<file path="src/rtl/ysyx_25010008_ctrl.sv">
// ysyx_25010008_ctrl: multi-cycle FETCH -> DECODE -> (MEM) -> WB sequencer with instret and sticky halt.
// Define CTRL_WATCHDOG_EN to add a WDT_CYCLES-cycle watchdog on FETCH and MEM waits.
module ysyx_25010008_ctrl #(
  parameter int unsigned WDT_CYCLES = 1024
) (
  input  logic        clock,
  input  logic        reset,
  output logic        ifu_req,
  input  logic        ifu_rvalid,
  input  logic [31:0] ifu_rdata,
  output logic [31:0] inst,
  output logic        ivalid,
  output logic        pc_wen,
  output logic        lsu_req,
  output logic        lsu_wen,
  input  logic        lsu_rvalid,
  input  logic        halt_req,
  output logic        halted,
  output logic [31:0] instret,
  output logic        wdt_timeout
);

  typedef enum logic [2:0] {
    FETCH,
    DECODE,
    MEM,
    WB,
    HALT
  } state_t;

  localparam logic [6:0]  OP_LOAD  = 7'b0000011;
  localparam logic [6:0]  OP_STORE = 7'b0100011;
  localparam logic [31:0] NOP      = 32'h0000_0013;

  state_t state;

  if (WDT_CYCLES == 0) begin : g_bad_cfg
    $error("WDT_CYCLES must be non-zero");
  end

  // The PC advances exactly when an instruction commits.
  assign pc_wen = ivalid;

`ifdef CTRL_WATCHDOG_EN
  logic [31:0] wait_cnt;
  logic        wdt_hit;

  assign wdt_hit = (wait_cnt == 32'(WDT_CYCLES - 1));
`else
  assign wdt_timeout = 1'b0;
`endif

  // NOTE: every register here uses <= so all state moves together on the edge;
  // a blocking = would let later statements see half-updated values.
  always_ff @(posedge clock) begin
    if (reset) begin
      state   <= FETCH;
      inst    <= NOP;
      ifu_req <= 1'b1;
      lsu_req <= 1'b0;
      lsu_wen <= 1'b0;
      ivalid  <= 1'b0;
      halted  <= 1'b0;
      instret <= '0;
`ifdef CTRL_WATCHDOG_EN
      wait_cnt    <= '0;
      wdt_timeout <= 1'b0;
`endif
    end else begin
      ivalid <= 1'b0;
`ifdef CTRL_WATCHDOG_EN
      // Cleared by default so any state change restarts the wait count.
      wait_cnt <= '0;
`endif
      case (state)
        FETCH: begin
          if (ifu_rvalid) begin
            inst    <= ifu_rdata;
            ifu_req <= 1'b0;
            state   <= DECODE;
          end
`ifdef CTRL_WATCHDOG_EN
          else if (wdt_hit) begin
            ifu_req     <= 1'b0;
            halted      <= 1'b1;
            wdt_timeout <= 1'b1;
            state       <= HALT;
          end else begin
            wait_cnt <= wait_cnt + 32'd1;
          end
`endif
        end
        DECODE: begin
          if (inst[6:0] == OP_LOAD || inst[6:0] == OP_STORE) begin
            lsu_req <= 1'b1;
            lsu_wen <= (inst[6:0] == OP_STORE);
            state   <= MEM;
          end else begin
            ivalid <= 1'b1;
            state  <= WB;
          end
        end
        MEM: begin
          if (lsu_rvalid) begin
            lsu_req <= 1'b0;
            ivalid  <= 1'b1;
            state   <= WB;
          end
`ifdef CTRL_WATCHDOG_EN
          else if (wdt_hit) begin
            lsu_req     <= 1'b0;
            halted      <= 1'b1;
            wdt_timeout <= 1'b1;
            state       <= HALT;
          end else begin
            wait_cnt <= wait_cnt + 32'd1;
          end
`endif
        end
        WB: begin
          instret <= instret + 32'd1;
          if (halt_req) begin
            halted <= 1'b1;
            state  <= HALT;
          end else begin
            ifu_req <= 1'b1;
            state   <= FETCH;
          end
        end
        HALT: begin
          halted <= 1'b1;
        end
        default: begin
          ifu_req <= 1'b1;
          lsu_req <= 1'b0;
          state   <= FETCH;
        end
      endcase
    end
  end

endmodule
</file>
<file path="config.mk">
export PLATFORM = sky130hd
export DESIGN_NAME = ysyx_25010008_ctrl
export DESIGN_NICKNAME = d
export VERILOG_FILES = /design/src/rtl/ysyx_25010008_ctrl.sv
export SDC_FILE = /design/constraint.sdc
export NUM_CORES = 1
export LEC_CHECK = 0
export ABC_AREA = 0
export BUFFER_PORTS_ARGS = -buffer_cell sky130_fd_sc_hd__buf_2
export CORE_ASPECT_RATIO = 0.8
export CORE_MARGIN = 3
export CORE_UTILIZATION = 32
export DETAILED_ROUTE_END_ITERATION = 6
export GPL_TIMING_DRIVEN = 0
export SETUP_SLACK_MARGIN = 0.5
export SYNTH_ARGS = -nofsm -noshare
export SYNTH_HDL_FRONTEND = slang
export SYNTH_SLANG_ARGS = --single-unit
</file>
<file path="constraint.sdc">
create_clock -name clock -period 6 [get_ports clock]
set_clock_uncertainty 0.1 [all_clocks]
set_input_delay 0.3 -clock clock [delete_from_list [all_inputs] [get_ports clock]]
set_output_delay 0.3 -clock clock [all_outputs]
set_load 0.02 [all_outputs]
</file>
==> out/metrics.cfg, run 1 <==
[logic_synthesis]
synth.yosys.seq_area_share_pct = 47.16
synthMostInstantiatedCell = nand2_1
yosysTopAreaCellShare_pct = 47.16
syn_nets = 414
synthArstFlopShare_pct = 0
synth_ff_type = dfxtp_1
synth_edf_count = 0
synth.cell_area_um2 = 3057
synth_top_cell_by_area = dfxtp_1
yosysWarnings = 0
ys_seq_elements = 72
syn_inst = 376
synth_area_leaders = dfxtp_1, nand2_1, a21oi_1, or4_1, o31ai_1
synth_common_cells = nand2_1, dfxtp_1, a21oi_1, clkbuf_1, or4_1
avgSynthCellArea_um2 = 8.129
yosysUniqueCellTypes = 34

[placed_design]
dp.cells = 596
port_buffers = 105
routabilityCongestion = 0.7527
hpwl_um = 6238
placed_cell_area_um2 = 3726

[power]
power_density_nw_per_um2 = 315.2
ir_drop_mv = 0.1469
p_total_mw = 1.258
p_leak_nw = 1.636

[detailed_routing]
avgRoutedWirePerCell_um = 14.09
drc = 0
viasPerCell = 5.077
drt_iter0_drc = 260
num_vias = 3107
firstDrtPassIters = 4
ant_nets = 0
wirelength_um = 8622

[global_route]
grt_overflow = 0
grt_pass1_wl_um = 14450
grt_max_degree = 13
antenna_found_initial = 0
track_usage_pct = 16.98
grt_pass1_vias = 2941

[clock_tree]
clock-sinks = 72
cts_buffer_depth = 2
cts.clk_slew.worst_paths_ns = 0.06
cts_setup_buffers = 0
clk_latency_ns = 0.34
cts_hold_buf = 0
cts_resized = 0
cts_inserted_buffers = 9
cts-htree-levels = 3
cts_tree = built
root_buffer = clkbuf_16

[critical_path]
worst-path-buf-inv = 2
endpoint_kind = flop
critPathRequiredTime_ns = 6.09
cp_cell_sequence = and4_1, nand4_1, clkbuf_1, clkbuf_1, o31ai_1, a21oi_1
cp-start-kind = flop
crit_path_max_fanout = 10
critPathMaxStageDelay_ns = 0.46
cp_data_arrival_time_ns = 2.40
critical_path_class = flop to flop
cp_common_cell = clkbuf_1
crit_family = buffers and inverters
critPathSlowestCell = dfxtp_1

[run_status]
status = finished clean

[min_path]
hp-class = input pin to flop

[sta]
drv_slew = 0
max_freq_mhz = 433.3
rsz0062_at_grt = false
timing.slew.headroom_pct = 55.31
setup_viol = 0
min_period_ns = 2.308
finalCritPeriodShare_pct = 38.46
worst_slew_pin_slew_ns = 0.6653
finalHoldViolCount = 0
setup_tns_ns = 0

[cells_and_area]
final_cells = 612
drive_gt1_share_pct = 25.96
finish.utilization_pct = 43.43
synthToLayoutAreaGrowth_pct = 30.62
design_area_um2 = 3993
antennaDiodeCount = 0
nets = 530
fillers = 937

[die]
fp.dieArea_um2 = 10770
ioPinCount = 108
dieHeight_um = 93.42
rows = 31
initial_core_util_pct = 33.25
die_width_um = 115.3
core_um2 = 9193

[run]
max-cap-violations = 0

## layer usage
layer,vias up,track usage [%],routed length (µm)
met5,-,0,0
li1,1556,-,-
met3,8,7.956,764
met1,1444,21.97,3986
met2,99,25.34,3777
met4,0,4.692,93
## cell usage in the layout (no fill, tap or decap), types with 9 or more instances in the layout
cell	synthesis	layout
a21oi_1	58	58
buf_2	3	108
clkbuf_1	22	24
clkbuf_16	0	9
dfxtp_1	72	72
nand2_1	78	78
nand3_1	9	9
nand4_1	12	12
nor2_1	15	15
o31ai_1	14	14
or4_1	17	17
## stage by stage
| step | hold slack (ns) | setup WS (ns) |
|---|---|---|
| floorplan | 0.3242 | 3.846 |
| global placement | 0.3344 | 3.735 |
| global route | 0.07389 | 3.429 |
| detailed placement | 0.3352 | 3.730 |
| CTS | 0.06395 | 3.700 |
| finish | 0.07597 | 3.692 |
## sequential cells by signal, indices dropped and copies added (netlist names)
register	count
ivalid	1
state	3
instret	32
lsu_wen	1
halted	1
lsu_req	1
inst	32
ifu_req	1
## power breakdown
| part | internal (mW) | switching (mW) |
|---|---|---|
| sequential | 0.517 | 0.0230 |
| combinational | 0.0805 | 0.156 |
| clock | 0.279 | 0.203 |
| total | 0.876 | 0.382 |
## cells by family (layout without fill, tap and decap cells)
logic type | after synthesis | after routing | share of synthesized area [%]
and+or+nand+nor | 170 | 170 | 28.41
AOI/OAI and AO/OA | 84 | 84 | 15.23
DFF | 72 | 72 | 47.16
buffers and inverters | 36 | 157 | 5.158
xor gates and xnor gates | 11 | 11 | 3.152
adders and majority gates | 1 | 1 | 0.4093
other | 1 | 1 | 0.1227
muxes | 1 | 1 | 0.3684
## worst register-to-register path, cell delays in order (launching register included)
cell and delay, ns:
dfxtp_1 0.46, and4_1 0.28, nand4_1 0.30, clkbuf_1 0.31
clkbuf_1 0.31, o31ai_1 0.31, a21oi_1 0.10
## worst paths after layout
| check | startpoint | endpoint | slack [ns] | cells past startpoint |
|---|---|---|---|---|
| max reg2reg | instret[4]$_SDFFE_PP0P_ | instret[21]$_SDFFE_PP0P_ | 3.69 | 6 |
| min reg2reg | halted$_SDFFE_PP0P_ | halted$_SDFFE_PP0P_ | 0.34 | 2 |
| max | instret[4]$_SDFFE_PP0P_ | instret[21]$_SDFFE_PP0P_ | 3.69 | 6 |
| min | ifu_rdata[0] | inst[0]$_SDFFE_PP1P_ | 0.08 | 3 |
## layout make-up
cell class	count	area, µm²	share of cell area (%)
Buffer	29	131.4	3.291
Clock buffer	11	232.7	5.829
Clock inverter	5	33.78	0.8461
Inverter	7	26.28	0.6581
Multi-Input combinational cell	268	1458	36.51
Sequential cell	72	1441	36.10
Tap cell	115	143.9	3.604
Timing Repair Buffer	105	525.5	13.16
No activity file was read; power rests on OpenSTA's default activity.
==> run 2, diff against run 1 <==
- clock period: 6 -> 2.05 ns (I/O delays scaled with it)
==> run 2 against run 1 <==
Against the previous run: register-to-register slack worse by 3.6 ns; power grew to 3.7 times the previous value; worst setup slack lost 3.6 ns; critical path type unchanged; flip-flop and latch count did not move; highest routed layer unchanged.
==> out/metrics.cfg, run 2 (synthesis gave the netlist of run 1 again) <==
[cells_and_area]
nets = 597  ; +13%
finish.utilization_pct = 61.10  ; +18 points
drive_gt1_share_pct = 56.38  ; +30 points
synthToLayoutAreaGrowth_pct = 83.75
layout.cells.most_common_list = buf_2, dfxtp_1, a21oi_2
antennaDiodeCount = 0  ; unchanged
final_common_cell = buf_2
reg.largest.list = inst x32, instret x32, state x3
final_cells = 679  ; +11%

[sta]
drv_slew = 0  ; unchanged
finalHoldViolCount = 0  ; unchanged
finalCritPeriodShare_pct = 97.61  ; +59 points
setup_tns_ns = 0  ; unchanged
min_period_ns = 2.001  ; -0.3068 ns
final.setup.worst_slack_ns = 0.04904  ; -3.643 ns
setup_viol = 0  ; unchanged
max_freq_mhz = 499.8  ; +15%
worst_slew_pin_slew_ns = 0.7448  ; +0.07953 ns
rsz0062_at_grt = true
timing.slew.headroom_pct = 50.35  ; -5.0 points

[die]
die_width_um = 115.3  ; unchanged
fp.dieArea_um2 = 10770  ; unchanged
initial_core_util_pct = 33.25  ; unchanged
dieHeight_um = 93.42  ; unchanged
rows = 31  ; unchanged
core_um2 = 9193  ; unchanged
ioPinCount = 108  ; unchanged

[power]
p_sw_mw = 1.399  ; +270%
combPwrFrac_pct = 30.5  ; +12 points
p_clk_share_pct = 35.1  ; -3.2 points
pwr-share-seq_pct = 34.4  ; -8.5 points
intPower_mw = 3.291  ; +280%
p_leak_nw = 2.366  ; +45%
ir_drop_mv = 0.5865  ; +300%
p_total_mw = 4.689  ; +270%
power_density_nw_per_um2 = 834.9  ; +160%
swShare_pct = 29.83  ; -0.53 points

[run_status]
status = finished clean

[placed_design]
dp.cells = 596  ; unchanged
port_buffers = 105  ; unchanged
hpwl_um = 6395  ; +2.5%
dp_slack_ns = -0.1268  ; -3.857 ns
routabilityCongestion = 0.8319  ; +11%

[global_route]
track_usage_pct = 18.42  ; +1.4 points
grt_overflow = 0  ; unchanged
grt_pass1_vias = 3286  ; +12%
antenna_found_initial = 0  ; unchanged
grt_pass1_wl_um = 15660  ; +8.4%
grt_max_degree = 12  ; -1

[clock_tree]
root_buffer = clkbuf_16
cts_inserted_buffers = 9  ; unchanged
cts-htree-levels = 3  ; unchanged
cts_tree = built
clk_latency_ns = 0.33  ; about the same
cts.clk_slew.worst_paths_ns = 0.06  ; about the same
cts_buffer_depth = 2  ; unchanged
clock-sinks = 72  ; unchanged

[critical_path]
critPathRequiredTime_ns = 2.17  ; -3.92 ns
crit_path_max_fanout = 6  ; -4
critical_path_class = flop to flop
cp-start-kind = flop
r2r_setup_slack_ns = 0.05  ; -3.64 ns
cp_data_arrival_time_ns = 2.12  ; -0.28 ns
endpoint_kind = flop

[detailed_routing]
avgRoutedWirePerCell_um = 15.42  ; +9.5%
drt_iter0_drc = 183  ; -30%
num_vias = 3492  ; +12%
ant_nets = 0  ; unchanged
firstDrtPassIters = 4  ; unchanged
drc = 0  ; unchanged
viasPerCell = 5.143  ; +1.3%
wirelength_um = 10470  ; +21%

[min_path]
hp-class = input pin to flop

[run]
max-cap-violations = 0  ; unchanged

==> run 2: final cells by class <==
type | count | area [µm²]
plain buffers | 29 | 287.8
repair buffers | 172 | 1217
fillers | 776 | 3576
clock buffers | 14 | 284.0
clock inverters | 2 | 35.03
well taps | 115 | 143.9
inverters | 7 | 26.28
flip-flops and latches | 72 | 1490
multi-input cells | 268 | 2132
==> run 2: per-stage QoR <==
step / instance area, µm² / hold WS [ns]
5_1_grt: 5617 / 0.1305
2_1_floorplan: 3169 / 0.1267
6_report: 5617 / 0.1267
4_1_cts: 5022 / 0.09980
3_5_place_dp: 3839 / 0.2231
3_3_place_gp: 3839 / 0.2170
==> run 2: power groups by stage <==
stage	Clock [mW]	Sequential [mW]	Combinational, mW
finish	1.65	1.61	1.43
global route	1.75	1.62	1.53
CTS	1.69	1.60	1.07
detailed placement	0	1.60	0.714
global placement	0	1.60	0.701
floorplan	0	1.72	0.350
==> run 2: worst paths after layout <==
kind	start	cells after the start	endpoint
worst min-delay path	lsu_rvalid	5	ivalid$_SDFF_PP0_
worst max register to register	instret[2]$_SDFFE_PP0P_	5	instret[31]$_SDFFE_PP0P_
worst max-delay path	instret[2]$_SDFFE_PP0P_	5	instret[31]$_SDFFE_PP0P_
worst min register to register	halted$_SDFFE_PP0P_	2	halted$_SDFFE_PP0P_
==> run 2: what timing repair did <==
item | in CTS | in global routing
cloned | 3 | 2
endpoints found under the hold margin | 33 | 0
hold buffers | 33 | 0
pin swaps | 64 | 48
buffers inserted | 16 | 13
endpoints found under the setup margin | 64 | 66
resized for setup | 96 | 125
==> run 2: metal layers <==
layer	part of all wire (%)	GRT usage, %	vias to the layer above
li1	-	-	1706
met1	44	23.84	1681
met4	1.2	6.158	0
met3	6.0	5.757	12
met5	0	0	-
met2	48	29.09	93
==> run 2: critical path, cell delays in order (launching register included) <==
cell	delay [ns]
dfxtp_2	0.40
nand4_1	0.22
or4_4	0.47
buf_6	0.15
nor4_4	0.23
mux2_4	0.33
==> run 3, diff against run 2 <==
- CORE_UTILIZATION: 32 -> 33
==> run 3 against run 2 <==
Against the previous run: clock-buffer cell count is 1 lower; largest cell class unchanged; via count down 0.26%; register-to-register slack improved by 0.04 ns; power decreased by 1.5%; hold slack got worse by 0.020 ns; sequential share of layout area grew 0.88 points; worst setup slack gained 0.040 ns.
==> out/metrics.cfg, run 3 (synthesis gave the netlist of run 1 again) <==
[cells_and_area]
design_area_um2 = 5455  ; -2.9%
layout.cells.most_common_list = buf_2, dfxtp_1, nand2_1
final_common_cell = buf_2
fillers = 721  ; -7.1%
multi_input_comb_area_um2 = 2064  ; -3.2%
synthToLayoutAreaGrowth_pct = 78.47
drive_gt1_share_pct = 52.50  ; -3.9 points
final-seq-area_um2 = 1495  ; +0.34%
reg.largest.list = inst x32, instret x32, state x3
final_cells = 672  ; -1.0%
antennaDiodeCount = 0  ; unchanged
nets = 593  ; -0.67%

[critical_path]
critPathRequiredTime_ns = 2.21  ; +0.04 ns
critical_path_class = flop to flop
worstRegToRegCells = 5  ; unchanged
endpoint_kind = flop
r2r_setup_slack_ns = 0.09  ; +0.04 ns
cp_data_arrival_time_ns = 2.12  ; about the same
r2r-end = instret[30]$_SDFFE_PP0P_
regToRegStartpoint = instret[0]$_SDFFE_PP0P_
crit_path_max_fanout = 6  ; unchanged
critPathMaxStageDelay_ns = 0.56  ; +0.09 ns
critPathSlowestCell = or4_1
cp-start-kind = flop
cp_cell_sequence = ha_4, nand3_4, or3_4, or4_1, a21oi_2

[detailed_routing]
viasPerCell = 5.183  ; +0.78%
ant_nets = 0  ; unchanged
firstDrtPassIters = 4  ; unchanged
avgRoutedWirePerCell_um = 16.12  ; +4.5%
drt_iter0_drc = 147  ; -20%
num_vias = 3483  ; -0.26%
wirelength_um = 10830  ; +3.4%
drc = 0  ; unchanged

[placed_design]
port_buffers = 105  ; unchanged
dp.cells = 593  ; -0.50%
routabilityCongestion = 0.7976  ; -4.1%
hpwl_um = 6316  ; -1.2%
dp_slack_ns = -0.1471  ; -0.02032 ns
placed_cell_area_um2 = 3835  ; about the same

[clock_tree]
cts_tree = built
cts_inserted_buffers = 9  ; unchanged
cts.clk_slew.worst_paths_ns = 0.06  ; about the same
cts_buffer_depth = 2  ; unchanged
clock-sinks = 72  ; unchanged
root_buffer = clkbuf_16
clk_latency_ns = 0.33  ; about the same
cts-htree-levels = 3  ; unchanged

[sta]
hold_ws_ns = 0.1064  ; -0.02032 ns
final.setup.worst_slack_ns = 0.08872  ; +0.03968 ns
drv_slew = 0  ; unchanged
finalHoldViolCount = 0  ; unchanged
setup_viol = 0  ; unchanged
worst_slew_pin_slew_ns = 0.7324  ; -0.01244 ns
max_freq_mhz = 509.9  ; +2.0%
min_period_ns = 1.961  ; -0.03968 ns
rsz0062_at_grt = true
finalCritPeriodShare_pct = 95.67  ; -1.9 points
timing.slew.headroom_pct = 51.18  ; +0.83 points

[die]
die_width_um = 113.6  ; -1.4%
core_um2 = 8746  ; -4.9%
initial_core_util_pct = 34.95  ; +1.7 points
ioPinCount = 108  ; unchanged
fp.dieArea_um2 = 10460  ; -2.9%
rows = 30  ; -3.2%
dieHeight_um = 92.08  ; -1.4%

[power]
p_total_mw = 4.617  ; -1.5%
p_leak_nw = 2.308  ; -2.4%
ir_drop_mv = 0.5581  ; -4.9%
power_density_nw_per_um2 = 846.4  ; +1.4%

[global_route]
track_usage_pct = 19.07  ; +0.65 points
grt_pass1_wl_um = 16120  ; +3.0%
grt_max_degree = 12  ; unchanged
grt_pass1_vias = 3240  ; -1.4%
grt_overflow = 0  ; unchanged
antenna_found_initial = 0  ; unchanged

[min_path]
min_delay_path_depth = 5  ; unchanged
min_to = inst[31]$_SDFFE_PP0P_
hold_start = ifu_rvalid
hp-class = input pin to flop

[run]
max-cap-violations = 0  ; unchanged

[run_status]
status = finished clean

run 3: critical path, delay by kind of cell, from the launching register on:
| kind | cells | cell delay [ns] |
|---|---|---|
| AND/OR/NAND/NOR | 3 | 1.09 |
| flip-flops | 1 | 0.39 |
| adder cells (fa/ha/maj) | 1 | 0.16 |
| AO/OA/AOI/OAI | 1 | 0.15 |
run 3: what timing repair did:
action	4_1_cts	5_1_grt
setup endpoints to repair	62	66
gates cloned	5	0
hold buffers	33	0
pin swaps	79	29
gates resized for setup	101	90
buffers inserted	18	7
endpoints found under the hold margin	33	0
run 3: final cells by class:
| type | count | area share, % |
|---|---|---|
| tap | 112 | 2.569 |
| timing repair buffer | 168 | 20.94 |
| clock buffer | 13 | 4.587 |
| inverter | 7 | 0.4817 |
| clock inverter | 3 | 1.193 |
| buffer | 29 | 4.977 |
| sequential | 72 | 27.41 |
| multi-input combinational | 268 | 37.84 |
run 3: how the worst max path moves through the flow:
stage / from / endpoint / cells past startpoint
3_3_place_gp: instret[5]$_SDFFE_PP0P_ / instret[27]$_SDFFE_PP0P_ / 6
3_5_place_dp: instret[5]$_SDFFE_PP0P_ / instret[28]$_SDFFE_PP0P_ / 6
4_1_cts: state[1]$_SDFFE_PP0P_ / instret[31]$_SDFFE_PP0P_ / 6
6_report: instret[0]$_SDFFE_PP0P_ / instret[30]$_SDFFE_PP0P_ / 5
5_1_grt: state[1]$_SDFFE_PP0P_ / instret[30]$_SDFFE_PP0P_ / 6
2_1_floorplan: state[1]$_SDFFE_PP0P_ / instret[29]$_SDFFE_PP0P_ / 7
run 3: metal layers:
| metal | GRT usage [%] | vias up | part of all wire [%] |
|---|---|---|---|
| met2 | 30.44 | 95 | 50 |
| met4 | 6.006 | 0 | 0.94 |
| met5 | 0 | - | 0 |
| met1 | 25.13 | 1688 | 44 |
| li1 | - | 1692 | - |
| met3 | 4.947 | 8 | 4.8 |
run 3: per-stage QoR:
step	util (%)	TNS [ns]
6_report	62.37	0
5_1_grt	62.37	0
4_1_cts	57.74	0
3_5_place_dp	43.85	-1.302
3_3_place_gp	43.85	-0.9124
2_1_floorplan	-	0
run 3: report_power, final:
group / internal, mW / switching [mW]
logic: 0.635 / 0.691
registers: 1.50 / 0.116
clock network: 1.10 / 0.573
